**src/rtl/lc3_pkg.sv**
```systemverilog
// rtl/lc3_pkg.sv - shared states, opcodes and select encodings for the LC-3 controller
package lc3_pkg;

    typedef enum logic [5:0] {
        S_IDLE,
        S_FET0,
        S_FET1,
        S_FET2,
        S_DECODE,
        S_ALU,
        S_BR,
        S_JMP,
        S_JSR0,
        S_JSR1,
        S_JSRR1,
        S_LEA,
        S_LD0,
        S_LDR0,
        S_LD1,
        S_LD2,
        S_LDI0,
        S_LDI1,
        S_LDI2,
        S_ST0,
        S_STR0,
        S_ST1,
        S_ST2,
        S_STI0,
        S_STI1,
        S_STI2,
        S_TRAP0,
        S_TRAP1,
        S_TRAP2,
        S_TRAP3,
        S_ILLEGAL,
        S_HALT,
        S_FAULT
    } state_e;

    localparam logic [3:0] OP_BR   = 4'b0000;
    localparam logic [3:0] OP_ADD  = 4'b0001;
    localparam logic [3:0] OP_LD   = 4'b0010;
    localparam logic [3:0] OP_ST   = 4'b0011;
    localparam logic [3:0] OP_JSR  = 4'b0100;
    localparam logic [3:0] OP_AND  = 4'b0101;
    localparam logic [3:0] OP_LDR  = 4'b0110;
    localparam logic [3:0] OP_STR  = 4'b0111;
    localparam logic [3:0] OP_RTI  = 4'b1000;
    localparam logic [3:0] OP_NOT  = 4'b1001;
    localparam logic [3:0] OP_LDI  = 4'b1010;
    localparam logic [3:0] OP_STI  = 4'b1011;
    localparam logic [3:0] OP_JMP  = 4'b1100;
    localparam logic [3:0] OP_RES  = 4'b1101;
    localparam logic [3:0] OP_LEA  = 4'b1110;
    localparam logic [3:0] OP_TRAP = 4'b1111;

    localparam logic [1:0] ALU_ADD   = 2'b00;
    localparam logic [1:0] ALU_AND   = 2'b01;
    localparam logic [1:0] ALU_NOT   = 2'b10;
    localparam logic [1:0] ALU_PASSA = 2'b11;

    localparam logic [1:0] EAB2_ZERO  = 2'b00;
    localparam logic [1:0] EAB2_OFF6  = 2'b01;
    localparam logic [1:0] EAB2_OFF9  = 2'b10;
    localparam logic [1:0] EAB2_OFF11 = 2'b11;

    localparam logic [1:0] PC_INC = 2'b00;
    localparam logic [1:0] PC_EAB = 2'b01;
    localparam logic [1:0] PC_BUS = 2'b10;

    // States that hold a memory access open until mem_rdy
    function automatic logic is_wait(input state_e s);
        return (s == S_FET1) || (s == S_LD1) || (s == S_LDI1) ||
               (s == S_TRAP2) || (s == S_ST2) || (s == S_STI1);
    endfunction

endpackage

```
**src/rtl/lc3_mem_wait.sv**
```systemverilog
// rtl/lc3_mem_wait.sv - memory wait-state counter with timeout detection
module lc3_mem_wait #(
    parameter int MEM_TIMEOUT = 16,
    parameter int CNT_W       = $clog2(MEM_TIMEOUT + 1)
) (
    input  logic clk,
    input  logic rst,
    input  logic start,
    input  logic rdy,
    output logic done,
    output logic timeout
);

    logic [CNT_W-1:0] cnt_q;
    logic [CNT_W-1:0] cnt_d;

    // Count waiting cycles; any cycle outside a wait state or completing one clears the count
    always_comb begin
        cnt_d = '0;
        if (start && !rdy) begin
            cnt_d = cnt_q + CNT_W'(1);
        end
    end

    // Counter register
    always_ff @(posedge clk) begin
        if (rst) begin
            cnt_q <= '0;
        end else begin
            cnt_q <= cnt_d;
        end
    end

    // The waiting cycle that would bring the count to MEM_TIMEOUT without rdy is the fault point
    assign done    = start && rdy;
    assign timeout = start && !rdy && (cnt_q == CNT_W'(MEM_TIMEOUT - 1));

endmodule

```
**src/rtl/lc3_ctrl.sv**
```systemverilog
// rtl/lc3_ctrl.sv - LC-3 control FSM driving datapath enables, loads, selects and register addresses
module lc3_ctrl
    import lc3_pkg::*;
#(
    parameter int          MEM_TIMEOUT = 16,
    parameter logic [7:0]  HALT_VECT   = 8'h25,
    localparam int         CNT_W       = $clog2(MEM_TIMEOUT + 1)
) (
    input  logic        clk,
    input  logic        rst,
    input  logic [15:0] ir,
    input  logic        n,
    input  logic        z,
    input  logic        p,
    input  logic        mem_rdy,
    output logic        ena_pc,
    output logic        ena_mdr,
    output logic        ena_alu,
    output logic        ena_marm,
    output logic        ld_mar,
    output logic        ld_mdr,
    output logic        ld_ir,
    output logic        ld_pc,
    output logic        ld_cc,
    output logic        reg_we,
    output logic        mem_en,
    output logic        mem_we,
    output logic        sel_mdr,
    output logic        sel_marm,
    output logic        sel_eab1,
    output logic [1:0]  sel_eab2,
    output logic [1:0]  sel_pc,
    output logic [1:0]  alu_ctrl,
    output logic [2:0]  dr,
    output logic [2:0]  sr1,
    output logic [2:0]  sr2,
    output logic        halted,
    output logic        fault,
    output logic        illegal
);

    state_e state_q;
    logic   mw_done;
    logic   mw_timeout;
    logic   ir_unused;

    // Offset/immediate bits [5:3] are consumed by the datapath, not the controller
    assign ir_unused = ^ir[5:3];

    lc3_mem_wait #(
        .MEM_TIMEOUT (MEM_TIMEOUT),
        .CNT_W       (CNT_W)
    ) u_mem_wait (
        .clk     (clk),
        .rst     (rst),
        .start   (is_wait(state_q)),
        .rdy     (mem_rdy),
        .done    (mw_done),
        .timeout (mw_timeout)
    );

    // State sequencing: fetch, decode dispatch, execute, with HALT and FAULT absorbing
    always_ff @(posedge clk) begin
        if (rst) begin
            state_q <= S_IDLE;
        end else begin
            case (state_q)
                S_IDLE:    state_q <= S_FET0;
                S_FET0:    state_q <= S_FET1;
                S_FET1:    state_q <= mw_timeout ? S_FAULT : (mw_done ? S_FET2  : S_FET1);
                S_FET2:    state_q <= S_DECODE;
                S_DECODE: begin
                    case (ir[15:12])
                        OP_ADD, OP_AND, OP_NOT: state_q <= S_ALU;
                        OP_BR:   state_q <= S_BR;
                        OP_JMP:  state_q <= S_JMP;
                        OP_JSR:  state_q <= S_JSR0;
                        OP_LEA:  state_q <= S_LEA;
                        OP_LD:   state_q <= S_LD0;
                        OP_LDR:  state_q <= S_LDR0;
                        OP_LDI:  state_q <= S_LDI0;
                        OP_ST:   state_q <= S_ST0;
                        OP_STR:  state_q <= S_STR0;
                        OP_STI:  state_q <= S_STI0;
                        OP_TRAP: state_q <= (ir[7:0] == HALT_VECT) ? S_HALT : S_TRAP0;
                        OP_RTI, OP_RES: state_q <= S_ILLEGAL;
                        default: state_q <= S_ILLEGAL;
                    endcase
                end
                S_JSR0:    state_q <= ir[11] ? S_JSR1 : S_JSRR1;
                S_LD0:     state_q <= S_LD1;
                S_LDR0:    state_q <= S_LD1;
                S_LD1:     state_q <= mw_timeout ? S_FAULT : (mw_done ? S_LD2   : S_LD1);
                S_LDI0:    state_q <= S_LDI1;
                S_LDI1:    state_q <= mw_timeout ? S_FAULT : (mw_done ? S_LDI2  : S_LDI1);
                S_LDI2:    state_q <= S_LD1;
                S_ST0:     state_q <= S_ST1;
                S_STR0:    state_q <= S_ST1;
                S_ST1:     state_q <= S_ST2;
                S_ST2:     state_q <= mw_timeout ? S_FAULT : (mw_done ? S_FET0  : S_ST2);
                S_STI0:    state_q <= S_STI1;
                S_STI1:    state_q <= mw_timeout ? S_FAULT : (mw_done ? S_STI2  : S_STI1);
                S_STI2:    state_q <= S_ST1;
                S_TRAP0:   state_q <= S_TRAP1;
                S_TRAP1:   state_q <= S_TRAP2;
                S_TRAP2:   state_q <= mw_timeout ? S_FAULT : (mw_done ? S_TRAP3 : S_TRAP2);
                S_HALT:    state_q <= S_HALT;
                S_FAULT:   state_q <= S_FAULT;
                default:   state_q <= S_FET0;
            endcase
        end
    end

    // Output decode from the current state and instruction; only BR and read waits also look at inputs
    always_comb begin
        ena_pc   = 1'b0;
        ena_mdr  = 1'b0;
        ena_alu  = 1'b0;
        ena_marm = 1'b0;
        ld_mar   = 1'b0;
        ld_mdr   = 1'b0;
        ld_ir    = 1'b0;
        ld_pc    = 1'b0;
        ld_cc    = 1'b0;
        reg_we   = 1'b0;
        mem_en   = 1'b0;
        mem_we   = 1'b0;
        sel_mdr  = 1'b0;
        sel_marm = 1'b0;
        sel_eab1 = 1'b0;
        sel_eab2 = EAB2_ZERO;
        sel_pc   = PC_INC;
        alu_ctrl = ALU_ADD;
        dr       = 3'd0;
        sr1      = 3'd0;
        sr2      = 3'd0;
        halted   = 1'b0;
        fault    = 1'b0;
        illegal  = 1'b0;
        case (state_q)
            S_FET0: begin
                ena_pc = 1'b1;
                ld_mar = 1'b1;
                ld_pc  = 1'b1;
            end
            S_FET1, S_LD1, S_LDI1, S_TRAP2, S_STI1: begin
                mem_en  = 1'b1;
                sel_mdr = 1'b1;
                ld_mdr  = mem_rdy;
            end
            S_FET2: begin
                ena_mdr = 1'b1;
                ld_ir   = 1'b1;
            end
            S_ALU: begin
                dr      = ir[11:9];
                sr1     = ir[8:6];
                sr2     = ir[2:0];
                ena_alu = 1'b1;
                reg_we  = 1'b1;
                ld_cc   = 1'b1;
                case (ir[15:12])
                    OP_AND:  alu_ctrl = ALU_AND;
                    OP_NOT:  alu_ctrl = ALU_NOT;
                    default: alu_ctrl = ALU_ADD;
                endcase
            end
            S_BR: begin
                sel_pc   = PC_EAB;
                sel_eab2 = EAB2_OFF9;
                ld_pc    = (n & ir[11]) | (z & ir[10]) | (p & ir[9]);
            end
            S_JMP, S_JSRR1: begin
                sel_eab1 = 1'b1;
                sr1      = ir[8:6];
                sel_pc   = PC_EAB;
                ld_pc    = 1'b1;
            end
            S_JSR0, S_TRAP0: begin
                dr     = 3'd7;
                ena_pc = 1'b1;
                reg_we = 1'b1;
            end
            S_JSR1: begin
                sel_eab2 = EAB2_OFF11;
                sel_pc   = PC_EAB;
                ld_pc    = 1'b1;
            end
            S_LEA: begin
                sel_eab2 = EAB2_OFF9;
                ena_marm = 1'b1;
                dr       = ir[11:9];
                reg_we   = 1'b1;
                ld_cc    = 1'b1;
            end
            S_LD0, S_LDI0, S_ST0, S_STI0: begin
                sel_eab2 = EAB2_OFF9;
                ena_marm = 1'b1;
                ld_mar   = 1'b1;
            end
            S_LDR0, S_STR0: begin
                sel_eab1 = 1'b1;
                sel_eab2 = EAB2_OFF6;
                sr1      = ir[8:6];
                ena_marm = 1'b1;
                ld_mar   = 1'b1;
            end
            S_LD2: begin
                ena_mdr = 1'b1;
                reg_we  = 1'b1;
                ld_cc   = 1'b1;
                dr      = ir[11:9];
            end
            S_LDI2, S_STI2: begin
                ena_mdr = 1'b1;
                ld_mar  = 1'b1;
            end
            S_ST1: begin
                sr1      = ir[11:9];
                alu_ctrl = ALU_PASSA;
                ena_alu  = 1'b1;
                ld_mdr   = 1'b1;
            end
            S_ST2: begin
                mem_en = 1'b1;
                mem_we = 1'b1;
            end
            S_TRAP1: begin
                sel_marm = 1'b1;
                ena_marm = 1'b1;
                ld_mar   = 1'b1;
            end
            S_TRAP3: begin
                ena_mdr = 1'b1;
                sel_pc  = PC_BUS;
                ld_pc   = 1'b1;
            end
            S_ILLEGAL: illegal = 1'b1;
            S_HALT:    halted  = 1'b1;
            S_FAULT:   fault   = 1'b1;
            default: begin
            end
        endcase
    end

endmodule

```
**config.mk**
```make
export PLATFORM = sky130hd
export DESIGN_NAME = lc3_ctrl
export DESIGN_NICKNAME = d
export VERILOG_FILES = /design/src/rtl/lc3_pkg.sv /design/src/rtl/lc3_mem_wait.sv /design/src/rtl/lc3_ctrl.sv
export SDC_FILE = /design/constraint.sdc
export NUM_CORES = 1
export LEC_CHECK = 0
export CORE_ASPECT_RATIO = 1.5
export CORE_MARGIN = 5
export CORE_UTILIZATION = 55
export DETAILED_ROUTE_END_ITERATION = 10
export DONT_BUFFER_PORTS = 1
export PLACE_DENSITY = 0.7
export SLEW_MARGIN = 20
export SYNTH_ARGS = -nofsm -noshare
export SYNTH_HDL_FRONTEND = slang
export SYNTH_SLANG_ARGS = --single-unit
```
**constraint.sdc**
```tcl
create_clock -name clk -period 4.71 [get_ports clk]
set_input_delay 1.1775 -clock clk [delete_from_list [all_inputs] [get_ports clk]]
set_output_delay 1.1775 -clock clk [all_outputs]
set_load 0.01 [all_outputs]
```
Word-level counts from Yosys, hierarchy flattened
Index checks and enable logic that the tools add are counted.
{ "op_classes": {"add_sub_neg": 1, "eq_ne": 49, "n_mux": 41, "bitwise_logic": 6, "n_reduce_logical": 31} }
{ "op_table": {"columns": ["cell", "n"], "rows": [
  ["case mux 6 bit (19 select lines)", 1],
  ["equality test 6 x 5 -> 1 bit, second input constant", 16],
  ["case mux 6 bit (13 select lines)", 1],
  ["equality test 6 x 4 -> 1 bit, second input constant", 8],
  ["two-way mux 6 bit", 6],
  ["equality test 4 bit, second input constant", 8],
  ["OR reduction 5 bit", 5],
  ["equality test 6 x 3 -> 1 bit, second input constant", 4],
  ["two-way mux 1 bit", 20],
  ["equality test 4 x 3 -> 1 bit, second input constant", 4],
  ["OR reduction 3 bit", 5],
  ["equality test 6 x 2 -> 1 bit, second input constant", 2],
  ["case mux 2 bit (2 select lines)", 3],
  ["case mux 3 bit (2 select lines)", 2],
  ["OR reduction 6 bit", 2],
  ["OR reduction 10 bit", 1],
  ["OR reduction 2 bit", 5],
  ["equality test 4 x 2 -> 1 bit, second input constant", 2],
  ["equality test 8 x 6 -> 1 bit, second input constant", 1],
  ["OR reduction 4 bit", 2],
  ["OR reduction 8 bit", 1],
  ["equality test 6 x 1 -> 1 bit, second input constant", 1],
  ["equality test 6 bit, second input constant", 1],
  ["two-way mux 3 bit", 2],
  ["14 further kinds", 25]
]} }
{ "word_totals": {"reg_bits": 11, "inputBits": 22, "out_inout_bits": 33, "word_cells": 130} }

Logic depth before layout (Yosys ltp)
Gate-level depths: netlist of run 1.
{ "depth": {"ltp_word": 10, "ltp_mapped": 8, "depth_no_buf": 8} }

By module
A second synthesis of run 1 with hierarchy kept.
{ "unflattened": {"cells_unflattened": 273, "hier_area_um2": 1891.8} }
{ "by_module_without_submodules": {"columns": ["mod", "instances", "cells_per_inst", "area_each_um2", "seq_area_each_um2"], "rows": [
  ["lc3_ctrl", 1, 251, 1665.3, 120.1],
  ["lc3_mem_wait", 1, 22, 226.5, 100.1]
]} }

Worst setup path after synthesis of run 1
Ideal clock, no wire load.
{ "synth_path": {"path_kind": "input to output", "startpoint": "in ir[13]", "endpoint": "out alu_ctrl[0]", "t_arrival_ps": 1847, "required_ps": 3533, "setup_slack_ps": 1686, "stages": 3, "path_buffers": 1, "cell_sequence": "clkbuf_1 -> nand3b_1 -> o21ai_0"} }
{ "synth_between": {"elab_chain_len": 3, "word_cells_on_any_way": 4, "classes_between": "eq/ne: 2; mux: 2"} }
{ "synth_rtl": {"columns": ["element", "line_no", "source"], "rows": [
  ["start: declaration", "lc3_ctrl.sv:11", "input logic [15:0] ir,"],
  ["equality test 4 bit / equality test 4 x 3 -> 1 bit (equally long branches)", "lc3_ctrl.sv:162", "case (ir[15:12])"],
  ["case mux 2 bit (2 select lines) (*)", "lc3_ctrl.sv:162", null],
  ["case mux 2 bit (2 select lines) (*)", "lc3_ctrl.sv:140", "case (state_q)"],
  ["end: declaration", "lc3_ctrl.sv:33", "output logic [1:0] alu_ctrl,"]
]} }
Mark *: on every way between the ends. The rest lies on a longest branch, timed or not.

Final worst setup path of run 1
{ "layout_path": {"startpoint": "reg state_q[0]", "endpoint": "out alu_ctrl[0]"} }
{ "layout_between": {"elab_chain_len": 2, "word_cells_on_any_way": 3, "classes_between": "eq/ne: 2; mux: 1"} }
{ "layout_rtl": {"columns": ["element", "line_no", "source"], "rows": [
  ["start: declaration", "lc3_ctrl.sv:42", "state_e state_q;"],
  ["start signal: assignment", "lc3_ctrl.sv:70", "S_FET1: state_q <= mw_timeout ? S_FAULT : (mw_done ? S_FET2 : S_FET1);"],
  ["start signal: assignment", "lc3_ctrl.sv:85", "OP_TRAP: state_q <= (ir[7:0] == HALT_VECT) ? S_HALT : S_TRAP0;"],
  ["start signal: assignment", "lc3_ctrl.sv:90", "S_JSR0: state_q <= ir[11] ? S_JSR1 : S_JSRR1;"],
  ["equality test 6 x 5 -> 1 bit / equality test 6 x 3 -> 1 bit (equally long branches)", "lc3_ctrl.sv:140", null],
  ["case mux 2 bit (2 select lines) (*)", "lc3_ctrl.sv:140", null]
]} }
Marks and branches as above.

==> metrics.cfg, run 1 <==
[logic_synthesis]
ys_warn_count=0
yosysUniqueCellTypes=61
netlist_area_um2=1699
synth_edf_count=0
async_reset_ff_frac=0
ys.flop_type=dfxtp_1
syn_nets=281
syn_avg_cell_area_um2=6.611
seq_area_frac_synth=0.1296
syn_inst=257
synth_seq_cells=11

[floorplan]
die_w_um=55.38
fp.coreArea_um2=2943
die_h_um=78.08
fp-row-count=24
boundaryPins=55
dieArea_um2=4324
initial_core_util=0.5774

[run]
cap_violations=0

[power_and_ir_drop]
p_leak_nw=0.6150
p_per_area_nw_per_um2=156.7
ir_drop_v=0.0001155

[critical_path]
r2r_slack_ps=2210
crit_end=alu_ctrl[0]
slowest_delay_ps=980
reg2reg_depth=5
start_kind=flip-flop
timing.critical_path.from=state_q[0]
cp_slowest_cell=dfxtp_1
reg2reg_to=state_q[4]
timing.rr.start=state_q[4]
worstPathCellList=nand2b_1 -> nor3_1 -> nand3b_1 -> o21ai_0
arrival_ps=2540
crit_type=flip-flop to primary output
end_kind=primary output
crit_fanout=33
cp_data_required_time_ps=3530

[clock_network]
clk_latency_ps=240
cts_inserted_buffers=3
tritoncts=done
cts_root_buf=clkbuf_8
clock-sinks=11
clk_pin_slew_ps=50
cts_buffer_depth=2
cts_max_level=1
cts_hold_buf=0
cts-resized-gates=0
cts_setup_buffers=0

[final_layout]
stdcell_count=280
final_cell_mix=nor2_1, nand2_1, a21oi_1, o21ai_0, nand2b_1
final_common_cell=nor2_1
drive_above_1_share=0.05809
diodes=0
area_growth_pct=-0.3684
final_nets=266

[detailed_routing]
viasPerCell=6.714
wl_per_cell_um=18.34
num_vias=1880
drt_first_pass_iters=5
drc_errors=0
initialDrtViolationCount=98
ant_nets=0
drt_wl_total_mm=5.134

[global_route]
met1_usage=0.3135
grt-busiest-layer=met2
gr-usage-all-layers=0.2399
grt_pass1_wl_mm=8.590
grt_start_max_net_pins=37
antenna_found_initial=0
met2_usage=0.3756
overflow=0
gr-usage-met3=0.04433
grt_pass1_vias=1777

[timing]
slew_headroom=0.2784
min_period_ps=3715
fmaxAchievable_mhz=269.2
setup_viol=0
skew_ps=4.683
timing.final.crit_share=0.7887
finalMaxSlewViolations=0
tightest_slew_ps=1081
hold_viol_final=0
fin_setup_tns_ps=0
rsz0062_at_grt=false

[run_status]
status=finished clean

[placement]
place_congestion=0.9125
place_inst=276
io_buffers=0
hpwl_mm=3.828

[min_path]
worstHoldPathType=flip-flop to flip-flop

[through the flow]
stage / utilization / worst slack [ps] / power [mW] / hold slack, ps / cell area (um^2)
after global placement: 0.5599 / 1346 / 0.1711 / 435.5 / 1648
after detailed placement: 0.5599 / 1262 / 0.1712 / 443.2 / 1648
after floorplan: - / 1686 / 0.1640 / 417.6 / 1699
after global routing: 0.5753 / 689.7 / 0.2807 / 471.2 / 1693
after CTS: 0.5753 / 992.5 / 0.2665 / 454.7 / 1693
final: 0.5753 / 995.3 / 0.2653 / 446.8 / 1693
[cell type report]
class | count | area [um^2]
clock buffer | 4 | 45.04
timing repair buffer | 1 | 7.507
multi-input combinational | 219 | 1349
inverter | 6 | 22.52
tap | 39 | 48.80
sequential | 11 | 220.2
fill | 323 | 1250
[flip-flops by register name (all words and copies together), names as in the netlist]
register and cells:
state_q 6, u_mem_wait.cnt_q 5
[cell families after synthesis]
group | Yosys count | share of synthesized area
flops | 11 | 0.1296
xor+xnor | 5 | 0.02578
fa+ha+maj | 2 | 0.01473
mux | 2 | 0.01178
compound gates | 78 | 0.3166
simple gates | 132 | 0.4249
buf+inv | 27 | 0.07657
[critical path: cells and delay by family (launching register included)]
family	cells	cell delay (ps)
flip-flops	1	980
AND/OR/NAND/NOR	3	930
AO/OA/AOI/OAI	1	370
[synthesized netlist by cell type (5+ instances only)]
master	instances	area share
a21o_1	5	0.022
a21oi_1	19	0.056
a22o_1	5	0.026
a31oi_1	5	0.018
buf_2	11	0.032
clkbuf_1	6	0.013
dfxtp_1	11	0.13
inv_1	6	0.013
nand2_1	23	0.051
nand2b_1	13	0.048
nand3_1	6	0.018
nand4_1	5	0.018
nor2_1	31	0.068
nor2b_1	5	0.018
nor3_1	9	0.027
o21ai_0	14	0.041
[per-layer routing]
layer / vias to the layer above / share of wire
met2: 112 / 0.47
met5: - / 0
li1: 908 / -
met4: 0 / 0.037
met1: 841 / 0.39
met3: 19 / 0.10
[worst min-delay path by stage]
stage | from | to | slack, ps | cells after the start
final | u_mem_wait.cnt_q[0] | u_mem_wait.cnt_q[0] | 450 | 1
after global routing | u_mem_wait.cnt_q[0] | u_mem_wait.cnt_q[0] | 470 | 1
after CTS | u_mem_wait.cnt_q[0] | u_mem_wait.cnt_q[0] | 450 | 1
after detailed placement | u_mem_wait.cnt_q[0] | u_mem_wait.cnt_q[0] | 440 | 1
after global placement | u_mem_wait.cnt_q[0] | u_mem_wait.cnt_q[0] | 440 | 1
after floorplan | u_mem_wait.cnt_q[0] | u_mem_wait.cnt_q[0] | 420 | 1
[report_power, final]
part / leakage, nW / internal (mW) / switching [mW]
combinational: 0.503 / 0.0256 / 0.0372
sequential: 0.0890 / 0.0950 / 0.0128
clock: 0.0228 / 0.0594 / 0.0353
No activity file was read; power rests on OpenSTA's default activity.
==> inputs of run 2 (changes only) <==
- PLACE_DENSITY: 0.7 -> 0.73
- clock period: 4.71 -> 3.1 ns (I/O delays scaled with it)
==> run 2 against run 1 <==
Against the previous run:
- non-clock buffer count rose by 11
- routed wire length grew 5.8%
- critical path type unchanged
- clock skew shrank 3.1 ps
- first-iteration DRC count increased by 39%
- register-to-register slack got worse by 1400 ps
==> metrics.cfg, run 2 (same netlist as run 1, synthesis figures left out) <==
[run]
cap_violations=0

[power_and_ir_drop]
p_int_uw=280.6
p_leak_nw=0.6771
switching_share=0.3323
fin_total_pwr_uw=420.3
clock_power_share=0.356
ir_drop_v=0.0001222
p_comb_frac=0.276
p_per_area_nw_per_um2=235.1
seq_power_share=0.368
p_sw_uw=139.6

[critical_path]
timing.rr.start=state_q[3]
reg2reg_depth=6
r2r_slack_ps=790
reg2reg_to=state_q[2]
arrival_ps=2130
crit_fanout=28
cp_data_required_time_ps=2320
timing.critical_path.from=state_q[1]
start_kind=flip-flop
crit_type=flip-flop to primary output
end_kind=primary output

[clock_network]
tritoncts=done
clock-sinks=11
cts_root_buf=clkbuf_8
cts-resized-gates=0
cts_inserted_buffers=3
clk_latency_ps=240
clk_pin_slew_ps=50
cts_hold_buf=0
cts_max_level=1
cts_buffer_depth=2
cts_setup_buffers=0

[final_layout]
area_growth_pct=5.228
final_common_cell=nor2_1
finish.instance_area_um2=1788
fillerInstances=311
final_nets=277
diodes=0
final_cell_mix=nor2_1, nand2_1, a21oi_1, o21ai_0, nand2b_1
top_register=state_q
drive_above_1_share=0.09921
largest_reg_flops=6
largestRegisters=state_q: 6 flops, u_mem_wait.cnt_q: 5 flops
utilization=0.6076

[floorplan]
fp-row-count=24
boundaryPins=55
fp.coreArea_um2=2943
initial_core_util=0.5774
die_w_um=55.38
die_h_um=78.08
dieArea_um2=4324

[min_path]
worstHoldPathType=flip-flop to flip-flop
min-delay-start=u_mem_wait.cnt_q[0]
min_path_cells=1
hold_path_end=u_mem_wait.cnt_q[0]

[timing]
fin_setup_tns_ps=0
setup_viol=0
rsz0062_at_grt=false
tightest_slew_ps=867.4
finalMaxSlewViolations=0
hold_viol_final=0
fmaxAchievable_mhz=344.0
skew_ps=1.589
slew_headroom=0.4209
timing.final.crit_share=0.9377
min_period_ps=2907

[global_route]
overflow=0
gr-usage-all-layers=0.2590
antenna_found_initial=0
grt_start_max_net_pins=29
grt_pass1_wl_mm=9.101
grt_pass1_vias=1919

[detailed_routing]
wl_per_cell_um=18.66
viasPerCell=6.674
initialDrtViolationCount=136
num_vias=1942
drt_wl_total_mm=5.430
drc_errors=0
ant_nets=0
drt_first_pass_iters=4

[placement]
place_congestion=0.9373
placed_area_um2=1743
hpwl_mm=4.170
io_buffers=0

[run_status]
status=finished clean

## run 2: critical path, stage by stage, from the launching register on
cell     delay [ps]
dfxtp_1         880
nor3b_1         400
nand2_1         100
a21oi_1         270
a22o_1          230
## run 2: worst max-delay path by stage
| stage | end | slack (ps) | depth (start not counted) |
|---|---|---|---|
| 2_1_floorplan | dr[0] | 810 | 5 |
| 3_3_place_gp | ena_mdr | 530 | 4 |
| 3_5_place_dp | sr1[2] | 490 | 4 |
| 4_1_cts | sr1[2] | 230 | 4 |
| 5_1_grt | sr1[2] | 30 | 4 |
| 6_report | sr1[2] | 190 | 4 |
## run 2: power groups by stage
stage,logic [mW],registers (mW),clock network (mW)
2_1_floorplan,0.100,0.149,0
3_3_place_gp,0.114,0.157,0
3_5_place_dp,0.114,0.157,0
4_1_cts,0.114,0.154,0.149
5_1_grt,0.127,0.155,0.154
6_report,0.116,0.155,0.150
## run 2: area by class of cell
type                            count  area (um^2)  area share
Tap cell                           39        48.80     0.02729
Clock buffer                        4        45.04     0.02519
Timing Repair Buffer               12        102.6     0.05738
Multi-Input combinational cell    219         1349      0.7544
Sequential cell                    11        220.2      0.1232
Inverter                            6        22.52     0.01260
## run 2: routing by layer
metal / vias to the layer above / global-route usage / part of all wire
met5: - / 0 / 0
met4: 0 / 0.1338 / 0.028
met3: 15 / 0.04105 / 0.087
met2: 120 / 0.4348 / 0.50
met1: 876 / 0.3161 / 0.39
li1: 931 / - / -
## run 2: through the flow
step	hold slack [ps]	worst slack, ps	instances
finish	442.2	193.2	291
CTS	448.0	232.9	291
global placement	429.9	533.9	287
detailed placement	438.4	492.2	287
floorplan	417.6	811.0	257
global route	490.2	33.89	291
==> inputs of run 3 (changes only) <==
- CTS_BUF_LIST: unset -> sky130_fd_sc_hd__clkbuf_4 sky130_fd_sc_hd__clkbuf_8 sky130_fd_sc_hd__clkbuf_16
==> run 3 against run 2 <==
Against the previous run:
- final area up 0.21%
- fmax barely moved
- worst setup slack got worse by 1.9 ps
- non-clock buffer count stayed put
- via count shrank 0.15%
- global-route usage is essentially flat
- first-iteration DRC count shrank 1.5%
- register-to-register slack improved by 20 ps
- sequential power about the same
- critical path type unchanged
- largest power group is now the clock network
==> metrics.cfg, run 3 (same netlist as run 1, synthesis figures left out) <==
[final_layout]
stdcell_count=291
largest_reg_flops=6
diodes=0
drive_above_1_share=0.1032
top_register=state_q
largestRegisters=state_q: 6 flops, u_mem_wait.cnt_q: 5 flops
utilization=0.6088
area_growth_pct=5.449
final_nets=277
final_cell_mix=nor2_1, nand2_1, a21oi_1, o21ai_0, nand2b_1
final_common_cell=nor2_1

[clock_network]
clock-sinks=11
cts-resized-gates=0
cts_inserted_buffers=3
cts_max_level=1
cts_hold_buf=0
cts_buffer_depth=2
cts_root_buf=clkbuf_8
clk_latency_ps=240
clk_pin_slew_ps=50
cts_setup_buffers=0
tritoncts=done

[timing]
hold_viol_final=0
slew_headroom=0.4202
setup_viol=0
timing.final.crit_share=0.9383
tightest_slew_ps=868.5
rsz0062_at_grt=false
finalMaxSlewViolations=0
skew_ps=2.770
min_period_ps=2909
whs_ps=442.1
fmaxAchievable_mhz=343.8
fin_setup_tns_ps=0

[detailed_routing]
num_vias=1939
viasPerCell=6.663
ant_nets=0
initialDrtViolationCount=134
drt_first_pass_iters=4
drt_wl_total_mm=5.456
drc_errors=0
wl_per_cell_um=18.75

[placement]
io_buffers=0
place_congestion=0.9373
hpwl_mm=4.170
place_inst=287

[floorplan]
dieArea_um2=4324
boundaryPins=55
die_w_um=55.38
die_h_um=78.08
initial_core_util=0.5774
fp-row-count=24
fp.coreArea_um2=2943

[power_and_ir_drop]
p_sw_uw=140.7
seq_power_share=0.360
p_leak_nw=0.6805
fin_total_pwr_uw=430.1
p_int_uw=289.4
p_comb_frac=0.270
ir_drop_v=0.0001426
clock_power_share=0.369
p_per_area_nw_per_um2=240.1
switching_share=0.3271

[global_route]
grt_start_max_net_pins=29
grt_pass1_wl_mm=9.114
grt_pass1_vias=1921
antenna_found_initial=0
gr-usage-all-layers=0.2593
overflow=0

[critical_path]
end_kind=primary output
cp_slowest_cell=dfxtp_1
crit_type=flip-flop to primary output
slowest_delay_ps=890
crit_fanout=28
worstPathCellList=nor3b_1 -> nand2_1 -> a21oi_1 -> a22o_1
cp_data_required_time_ps=2320
start_kind=flip-flop
arrival_ps=2130

[min_path]
worstHoldPathType=flip-flop to flip-flop

[run_status]
status=finished clean

[run]
cap_violations=0

run 3: cell counts in the layout (fill, tap and decap cells not counted):
No cell type changed its count.
run 3: stage by stage:
| stage | setup slack (ps) | area (um^2) |
|---|---|---|
| 6_report | 191.3 | 1792 |
| 3_5_place_dp | 492.2 | 1743 |
| 4_1_cts | 232.9 | 1792 |
| 2_1_floorplan | 811.0 | 1699 |
| 5_1_grt | 33.89 | 1792 |
| 3_3_place_gp | 533.9 | 1743 |
run 3: worst paths after layout:
| path | start | end | slack (ps) | cells past startpoint |
|---|---|---|---|---|
| max | state_q[1] | sr1[2] | 190 | 4 |
| max reg2reg | state_q[3] | state_q[2] | 810 | 6 |
| min | u_mem_wait.cnt_q[0] | u_mem_wait.cnt_q[0] | 440 | 1 |
| min reg2reg | u_mem_wait.cnt_q[0] | u_mem_wait.cnt_q[0] | 440 | 1 |
run 3: worst max-delay path: cells and delay by family (launching register included):
kind	cells	cell delay [ps]
flops	1	890
compound gates	2	500
simple gates	2	500
run 3: power by group through the flow:
| stage | sequential [mW] | combinational (mW) | clock, mW |
|---|---|---|---|
| floorplan | 0.149 | 0.100 | 0 |
| global placement | 0.157 | 0.114 | 0 |
| detailed placement | 0.157 | 0.114 | 0 |
| CTS | 0.154 | 0.114 | 0.159 |
| global route | 0.155 | 0.127 | 0.164 |
| finish | 0.155 | 0.116 | 0.159 |
run 3: cell type report:
type | count | area, um^2
clock buffer | 4 | 48.80
fill | 312 | 1151
inverter | 6 | 22.52
multi-input combinational | 219 | 1349
sequential | 11 | 220.2
tap | 39 | 48.80
timing repair buffer | 12 | 102.6
run 3: layer usage:
metal  vias to the layer above  GRT usage  routed length (um)
li1                        931          -                   -
met1                       866     0.3171                2133
met2                       119     0.4348                2640
met3                        23    0.04105                 464
met4                         0     0.1338                 218
met5                         -          0                   0
